[src/rtl/ccff_loader_pkg.sv]
// Shared types and helpers for the configuration-chain bitstream loader.
// Latency: n/a (types and constant functions only).
// Backpressure: n/a.
package ccff_loader_pkg;

    typedef enum logic [1:0] {
        IDLE  = 2'd0,
        LOAD  = 2'd1,
        SHIFT = 2'd2,
        DONE  = 2'd3
    } state_t;

    // Bits carried by the last word of the stream. A chain that is an exact
    // multiple of the word width ends on a full word.
    function automatic int final_word_bits(input int chain_len, input int data_w);
        int rem;
        rem = chain_len % data_w;
        return (rem == 0) ? data_w : rem;
    endfunction

endpackage

[src/rtl/ccff_word_serializer.sv]
// Word-to-bit serializer: holds one word and shifts it out MSB-first, nb bits per word.
// Latency: head shows the word MSB the cycle after load; one bit per shift cycle.
// Backpressure: none internally; the parent only pulses shift while the chain accepts bits.
module ccff_word_serializer #(
    parameter int DATA_W = 8,
    parameter int NB_W   = $clog2(DATA_W + 1)
) (
    input  logic              prog_clk,
    input  logic              prog_reset_n,
    input  logic              load,
    input  logic [DATA_W-1:0] load_data,
    input  logic [NB_W-1:0]   load_nb,
    input  logic              shift,
    output logic              head,
    output logic              last_bit
);

    logic [DATA_W-1:0] sreg_q, sreg_d;
    logic [NB_W-1:0]   nb_q, nb_d;

    // Load has priority so a new word can replace the one whose last bit is leaving.
    always_comb begin
        sreg_d = sreg_q;
        nb_d   = nb_q;
        if (load) begin
            sreg_d = load_data;
            nb_d   = load_nb;
        end else if (shift) begin
            sreg_d = {sreg_q[DATA_W-2:0], 1'b0};
            if (nb_q != '0) begin
                nb_d = nb_q - NB_W'(1);
            end
        end
    end

    // Word and remaining-bit registers.
    always_ff @(posedge prog_clk or negedge prog_reset_n) begin
        if (!prog_reset_n) begin
            sreg_q <= '0;
            nb_q   <= '0;
        end else begin
            sreg_q <= sreg_d;
            nb_q   <= nb_d;
        end
    end

    assign head     = sreg_q[DATA_W-1];
    assign last_bit = (nb_q == NB_W'(1));

endmodule

[src/rtl/ccff_bitstream_loader.sv]
// Streams a bitstream into the fabric ccff chain, MSB-first; optional tail readback (CCFF_READBACK_EN).
// Latency: first ccff_shift_en the cycle after the accepting handshake; back-to-back words have no bubble.
// Backpressure: s_ready drops while a word shifts (except its last bit); starvation stalls the chain, rd_* has none.
module ccff_bitstream_loader
    import ccff_loader_pkg::*;
#(
    parameter int CHAIN_LEN = 1024,
    parameter int DATA_W    = 8,
    parameter int CNT_W     = $clog2(CHAIN_LEN + 1)
) (
    input  logic              prog_clk,
    input  logic              prog_reset_n,
    input  logic              start,
    input  logic              abort,
    input  logic [DATA_W-1:0] s_data,
    input  logic              s_valid,
    output logic              s_ready,
    output logic              ccff_head,
    output logic              ccff_shift_en,
    input  logic              ccff_tail,
    output logic              busy,
    output logic              config_done,
    output logic [CNT_W-1:0]  bit_count,
    output logic [DATA_W-1:0] rd_data,
    output logic              rd_valid
);

    localparam int NB_W     = $clog2(DATA_W + 1);
    localparam int FINAL_NB = final_word_bits(CHAIN_LEN, DATA_W);

    state_t           state_q, state_d;
    logic [CNT_W-1:0] bit_count_q, bit_count_d;
    logic             config_done_q, config_done_d;
    logic             head_q, head_d;

    logic             ser_load, ser_shift, ser_head, ser_last_bit;
    logic [NB_W-1:0]  ser_nb;
    logic [CNT_W-1:0] cnt_after, load_base;
    logic [31:0]      remaining;
    logic             chain_end;
    logic             restart;

    // Bit bookkeeping: where the count will stand after this cycle, and how many
    // bits the word accepted now must carry.
    always_comb begin
        cnt_after = bit_count_q + CNT_W'(1);
        chain_end = (cnt_after == CNT_W'(CHAIN_LEN));
        load_base = (state_q == SHIFT) ? cnt_after : bit_count_q;
        remaining = 32'(CHAIN_LEN) - 32'(load_base);
        ser_nb    = (remaining <= 32'(DATA_W)) ? NB_W'(FINAL_NB) : NB_W'(DATA_W);
    end

    // Loader FSM: next state, counters and handshake/shift outputs.
    always_comb begin
        state_d       = state_q;
        bit_count_d   = bit_count_q;
        config_done_d = config_done_q;
        head_d        = head_q;
        ser_load      = 1'b0;
        ser_shift     = 1'b0;
        restart       = 1'b0;
        s_ready       = 1'b0;
        ccff_shift_en = 1'b0;
        busy          = 1'b0;
        case (state_q)
            IDLE: begin
                if (start) begin
                    restart     = 1'b1;
                    bit_count_d = '0;
                    state_d     = LOAD;
                end
            end
            LOAD: begin
                busy    = 1'b1;
                s_ready = 1'b1;
                if (s_valid) begin
                    ser_load = 1'b1;
                    state_d  = SHIFT;
                end
            end
            SHIFT: begin
                busy          = 1'b1;
                ccff_shift_en = 1'b1;
                ser_shift     = 1'b1;
                head_d        = ser_head;
                bit_count_d   = cnt_after;
                if (ser_last_bit) begin
                    if (chain_end) begin
                        config_done_d = 1'b1;
                        state_d       = DONE;
                    end else begin
                        // Accept the next word on the last bit so the chain never idles.
                        s_ready = 1'b1;
                        if (s_valid) begin
                            ser_load = 1'b1;
                        end else begin
                            state_d = LOAD;
                        end
                    end
                end
            end
            DONE: begin
                if (start) begin
                    restart       = 1'b1;
                    bit_count_d   = '0;
                    config_done_d = 1'b0;
                    state_d       = LOAD;
                end
            end
            default: state_d = IDLE;
        endcase
        // Abort overrides everything, including a simultaneous start.
        if (abort) begin
            state_d       = IDLE;
            bit_count_d   = '0;
            config_done_d = 1'b0;
            ser_load      = 1'b0;
            restart       = 1'b0;
        end
        ccff_head = ccff_shift_en ? ser_head : head_q;
    end

    // FSM state, bit counter, sticky done flag and held head bit.
    always_ff @(posedge prog_clk or negedge prog_reset_n) begin
        if (!prog_reset_n) begin
            state_q       <= IDLE;
            bit_count_q   <= '0;
            config_done_q <= 1'b0;
            head_q        <= 1'b0;
        end else begin
            state_q       <= state_d;
            bit_count_q   <= bit_count_d;
            config_done_q <= config_done_d;
            head_q        <= head_d;
        end
    end

    assign bit_count   = bit_count_q;
    assign config_done = config_done_q;

    ccff_word_serializer #(
        .DATA_W (DATA_W),
        .NB_W   (NB_W)
    ) u_ser (
        .prog_clk     (prog_clk),
        .prog_reset_n (prog_reset_n),
        .load         (ser_load),
        .load_data    (s_data),
        .load_nb      (ser_nb),
        .shift        (ser_shift),
        .head         (ser_head),
        .last_bit     (ser_last_bit)
    );

`ifdef CCFF_READBACK_EN
    logic [DATA_W-1:0] rb_sreg_q, rb_sreg_d, rb_word;
    logic [DATA_W-1:0] rd_data_q, rd_data_d;
    logic [NB_W-1:0]   rb_cnt_q, rb_cnt_d, rb_cnt_next;
    logic              rd_valid_q, rd_valid_d;

    // Pack tail samples MSB-first; emit full words and a left-aligned final partial word.
    always_comb begin
        rb_sreg_d   = rb_sreg_q;
        rb_cnt_d    = rb_cnt_q;
        rd_data_d   = rd_data_q;
        rd_valid_d  = 1'b0;
        rb_word     = {rb_sreg_q[DATA_W-2:0], ccff_tail};
        rb_cnt_next = rb_cnt_q + NB_W'(1);
        if (abort || restart) begin
            rb_sreg_d = '0;
            rb_cnt_d  = '0;
        end else if (ccff_shift_en) begin
            if ((rb_cnt_next == NB_W'(DATA_W)) || chain_end) begin
                rd_valid_d = 1'b1;
                rd_data_d  = rb_word << (NB_W'(DATA_W) - rb_cnt_next);
                rb_sreg_d  = '0;
                rb_cnt_d   = '0;
            end else begin
                rb_sreg_d = rb_word;
                rb_cnt_d  = rb_cnt_next;
            end
        end
    end

    // Readback packing registers and output strobe.
    always_ff @(posedge prog_clk or negedge prog_reset_n) begin
        if (!prog_reset_n) begin
            rb_sreg_q  <= '0;
            rb_cnt_q   <= '0;
            rd_data_q  <= '0;
            rd_valid_q <= 1'b0;
        end else begin
            rb_sreg_q  <= rb_sreg_d;
            rb_cnt_q   <= rb_cnt_d;
            rd_data_q  <= rd_data_d;
            rd_valid_q <= rd_valid_d;
        end
    end

    assign rd_data  = rd_data_q;
    assign rd_valid = rd_valid_q;
`else
    logic unused_rb;
    assign unused_rb = ccff_tail ^ restart;
    assign rd_data   = '0;
    assign rd_valid  = 1'b0;
`endif

endmodule

[config.mk]
export PLATFORM = sky130hd
export DESIGN_NAME = ccff_bitstream_loader
export DESIGN_NICKNAME = d
export VERILOG_FILES = /design/src/rtl/ccff_loader_pkg.sv /design/src/rtl/ccff_word_serializer.sv /design/src/rtl/ccff_bitstream_loader.sv
export SDC_FILE = /design/constraint.sdc
export NUM_CORES = 1
export LEC_CHECK = 0
export CAP_MARGIN = 20
export CORE_MARGIN = 2
export CORE_UTILIZATION = 32
export CTS_BUF_LIST = sky130_fd_sc_hd__clkbuf_8
export CTS_CLUSTER_SIZE = 20
export DETAILED_ROUTE_END_ITERATION = 12
export DONT_BUFFER_PORTS = 1
export GPL_TIMING_DRIVEN = 1
export PLACE_DENSITY_LB_ADDON = 0.25
export REMOVE_ABC_BUFFERS = 1
export SYNTH_ARGS = -nofsm -noshare
export SYNTH_HDL_FRONTEND = slang
export SYNTH_SLANG_ARGS = --single-unit
[constraint.sdc]
create_clock -name prog_clk -period 6.4 [get_ports prog_clk]
set_clock_uncertainty 0.1 [all_clocks]
set_input_delay 0.96 -clock prog_clk [delete_from_list [all_inputs] [get_ports prog_clk]]
set_output_delay 0.96 -clock prog_clk [all_outputs]
set_load 0.01 [all_outputs]
==> out/qor.yml <==
cts_tree: "yes"
clockBufferDepth: 2
clk_pin_slew_ns: 0.09
gp_congestion: 0.788
clkPwrFrac: 0.163
leakagePower_uw: 0.000768
die_h_um: 76.6
maxCapViolations: 0
cts_sinks: 27
syn_avg_cell_area_um2: 9.48
ys.flop_type: "dfrtp_1"
crit_required_ns: 5.34
antenna_found_initial: 0
cts_buffers: 3
comb_power_share: 0.419
synthTopCellsByCount: "27 x dfrtp_1, 18 x nor2_1, 17 x nand2_1"
syn_area_um2: 1690
numPortBuffers: 0
swShare: 0.355
yosysWarnings: 0
wl_per_cell_um: 13.3
status: "complete, no violations"
dp_hpwl_um: 2330
seqPwrFrac: 0.418
io_pins: 39
setup_violations: 0
drt-pass1-iter-count: 4
synth_top_area_frac: 0.401
area_growth_pct: 3.56
holdBufCountCts: 0
critPathKind: "reg2out"
grt_max_degree: 28
rsz0062_at_grt: "no"
htree_levels: 1
yosys-top-cells-area: "dfrtp_1 40%, mux2_2 5.3%, ha_1 4.5%"
intPower_uw: 374
nets: 196
async_flop_share: 1.00
critical_path_arrival_ns: 2.35
p_sw_uw: 206
grt.total_usage: 0.118
route.detailed.drc: 0
ctsResizeCount: 0
tightest_slew_ns: 0.923
grt_first_pass_wirelength_um: 5690
vias: 1204
antenna_cells: 0
hold_class: "in2async"
ant_nets: 0
row_count: 26
finalMaxSlewViolations: 0
die_w_um: 76.6
drt_iter0_drc: 37
hold_viol: 0
drive_gt1_frac: 0.114
grt_overflow: 0
initial_core_util: 0.330
insertion_delay_ns: 0.27
vdd_ir_drop_max_mv: 0.201
viasPerCell: 4.91
yosys_register_bits: 27
grt_pass1_vias: 1144
synth_area_leader_cell: "dfrtp_1"
period_needed_ns: 3.41
timing.final.crit_share: 0.532
cts-root-buf: "clkbuf_8"
clock.fmax_mhz: 294
postCtsSetupBuffers: 0
cp-end-kind: "output port"
synth.most_common_cell: "dfrtp_1"
die-area_um2: 5870
synth-edff-count: 0
place_ws_ns: 3.30
tns_ns: 0
synth_cells: 178
yosysSeqAreaShare: 0.401
start_kind: "register"
crit_fanout: 9
core_um2: 5110
layout_setup_ws_ns: 2.99
drt-total-wl_um: 3260
ys_types: 45
relSlewSlack: 0.380
power_density_nw_per_um2: 332
[flip-flops by register name (all words and copies together) (netlist names)]
name / cells
u_ser.sreg_q: 8
state_q: 2
bit_count: 11
head_q: 1
config_done: 1
u_ser.nb_q: 4
[layout by cell type (no fill, tap or decap), drive strengths merged, types with 2 or more instances in the layout]
| cell | Yosys | routed |
|---|---|---|
| a211oi | 2 | 2 |
| a21o | 3 | 3 |
| a21oi | 11 | 11 |
| a31oi | 2 | 2 |
| and3 | 2 | 2 |
| clkbuf | 4 | 3 |
| conb | 1 | 9 |
| dfrtp | 27 | 27 |
| ha | 6 | 6 |
| inv | 7 | 8 |
| mux2 | 15 | 15 |
| nand2 | 17 | 17 |
| nand2b | 3 | 3 |
| nand3 | 5 | 5 |
| nand3b | 2 | 2 |
| nand4 | 3 | 3 |
| nor2 | 18 | 18 |
| nor3 | 2 | 2 |
| nor4 | 2 | 2 |
| o211ai | 2 | 2 |
| o21ai | 11 | 11 |
| o31ai | 2 | 2 |
| o41ai | 2 | 2 |
| xnor2 | 2 | 2 |
| xor2 | 2 | 2 |
[worst max-delay path: stages (launching register included)]
cell and delay (ns):
dfrtp_1 0.51, or4_1 0.56, o31a_1 0.25, a211o_1 0.32, a21oi_4 0.19, nand2b_1 0.13, a21oi_1 0.12
[per-stage QoR]
stage / utilization / hold slack [ns] / std cells / total power (µW) / area (µm²)
6_report: 0.342 / 0.270 / 245 / 580 / 1750
5_1_grt: 0.342 / 0.251 / 245 / 633 / 1750
4_1_cts: 0.342 / 0.258 / 245 / 590 / 1750
3_5_place_dp: 0.333 / 0.426 / 241 / 492 / 1700
3_3_place_gp: 0.333 / 0.417 / 241 / 490 / 1700
2_1_floorplan: - / 0.393 / 170 / 445 / 1610
[power by group through the flow]
stage / combinational, µW / sequential (µW) / clock, µW
4_1_cts: 247 / 243 / 100
5_1_grt: 278 / 248 / 106
6_report: 243 / 243 / 94.5
3_3_place_gp: 244 / 246 / 0
2_1_floorplan: 207 / 238 / 0
3_5_place_dp: 246 / 246 / 0
[path summary, 6_finish.rpt]
| kind | depth (start not counted) | slack (ns) | start | end |
|---|---|---|---|---|
| setup / recovery | 6 | 2.99 | bit_count[3] | s_ready |
| hold / removal | 0 | 0.27 | prog_reset_n | bit_count[4] |
| setup reg to reg | 7 | 3.46 | state_q[0] | u_ser.sreg_q[4] |
| hold reg to reg | 2 | 0.44 | u_ser.nb_q[3] | u_ser.nb_q[3] |
| max in group asynchronous | 0 | 5.85 | prog_reset_n | u_ser.nb_q[0] |
| min in group prog_clk | 2 | 0.44 | u_ser.nb_q[3] | u_ser.nb_q[3] |
[per-layer routing]
| metal | track usage | up-vias | part of all wire |
|---|---|---|---|
| met4 | 0.0200 | 0 | 0.0052 |
| met2 | 0.188 | 37 | 0.46 |
| met1 | 0.155 | 556 | 0.47 |
| met5 | 0 | - | 0 |
| met3 | 0.0427 | 2 | 0.070 |
| li1 | - | 609 | - |
[cells by family (layout without fill, tap and decap cells)]
logic type,after synthesis,after routing,synth area share
AOI/OAI and AO/OA,43,43,0.174
xor gates and xnor gates,4,4,0.0208
adders and majority gates,6,6,0.0445
buffers and inverters,23,12,0.0809
DFF,27,27,0.401
muxes,15,15,0.111
other,1,9,0.00222
and+or+nand+nor,59,59,0.166
[area by class of cell]
| cell class | instances | area (µm²) |
|---|---|---|
| multi-input cells | 136 | 905 |
| clock inverters | 1 | 3.75 |
| well taps | 70 | 87.6 |
| clock buffers | 3 | 41.3 |
| repair buffers | 1 | 7.51 |
| inverters | 7 | 26.3 |
| flip-flops and latches | 27 | 676 |
| fillers | 534 | 3360 |
(Power assumes the default switching activity.)
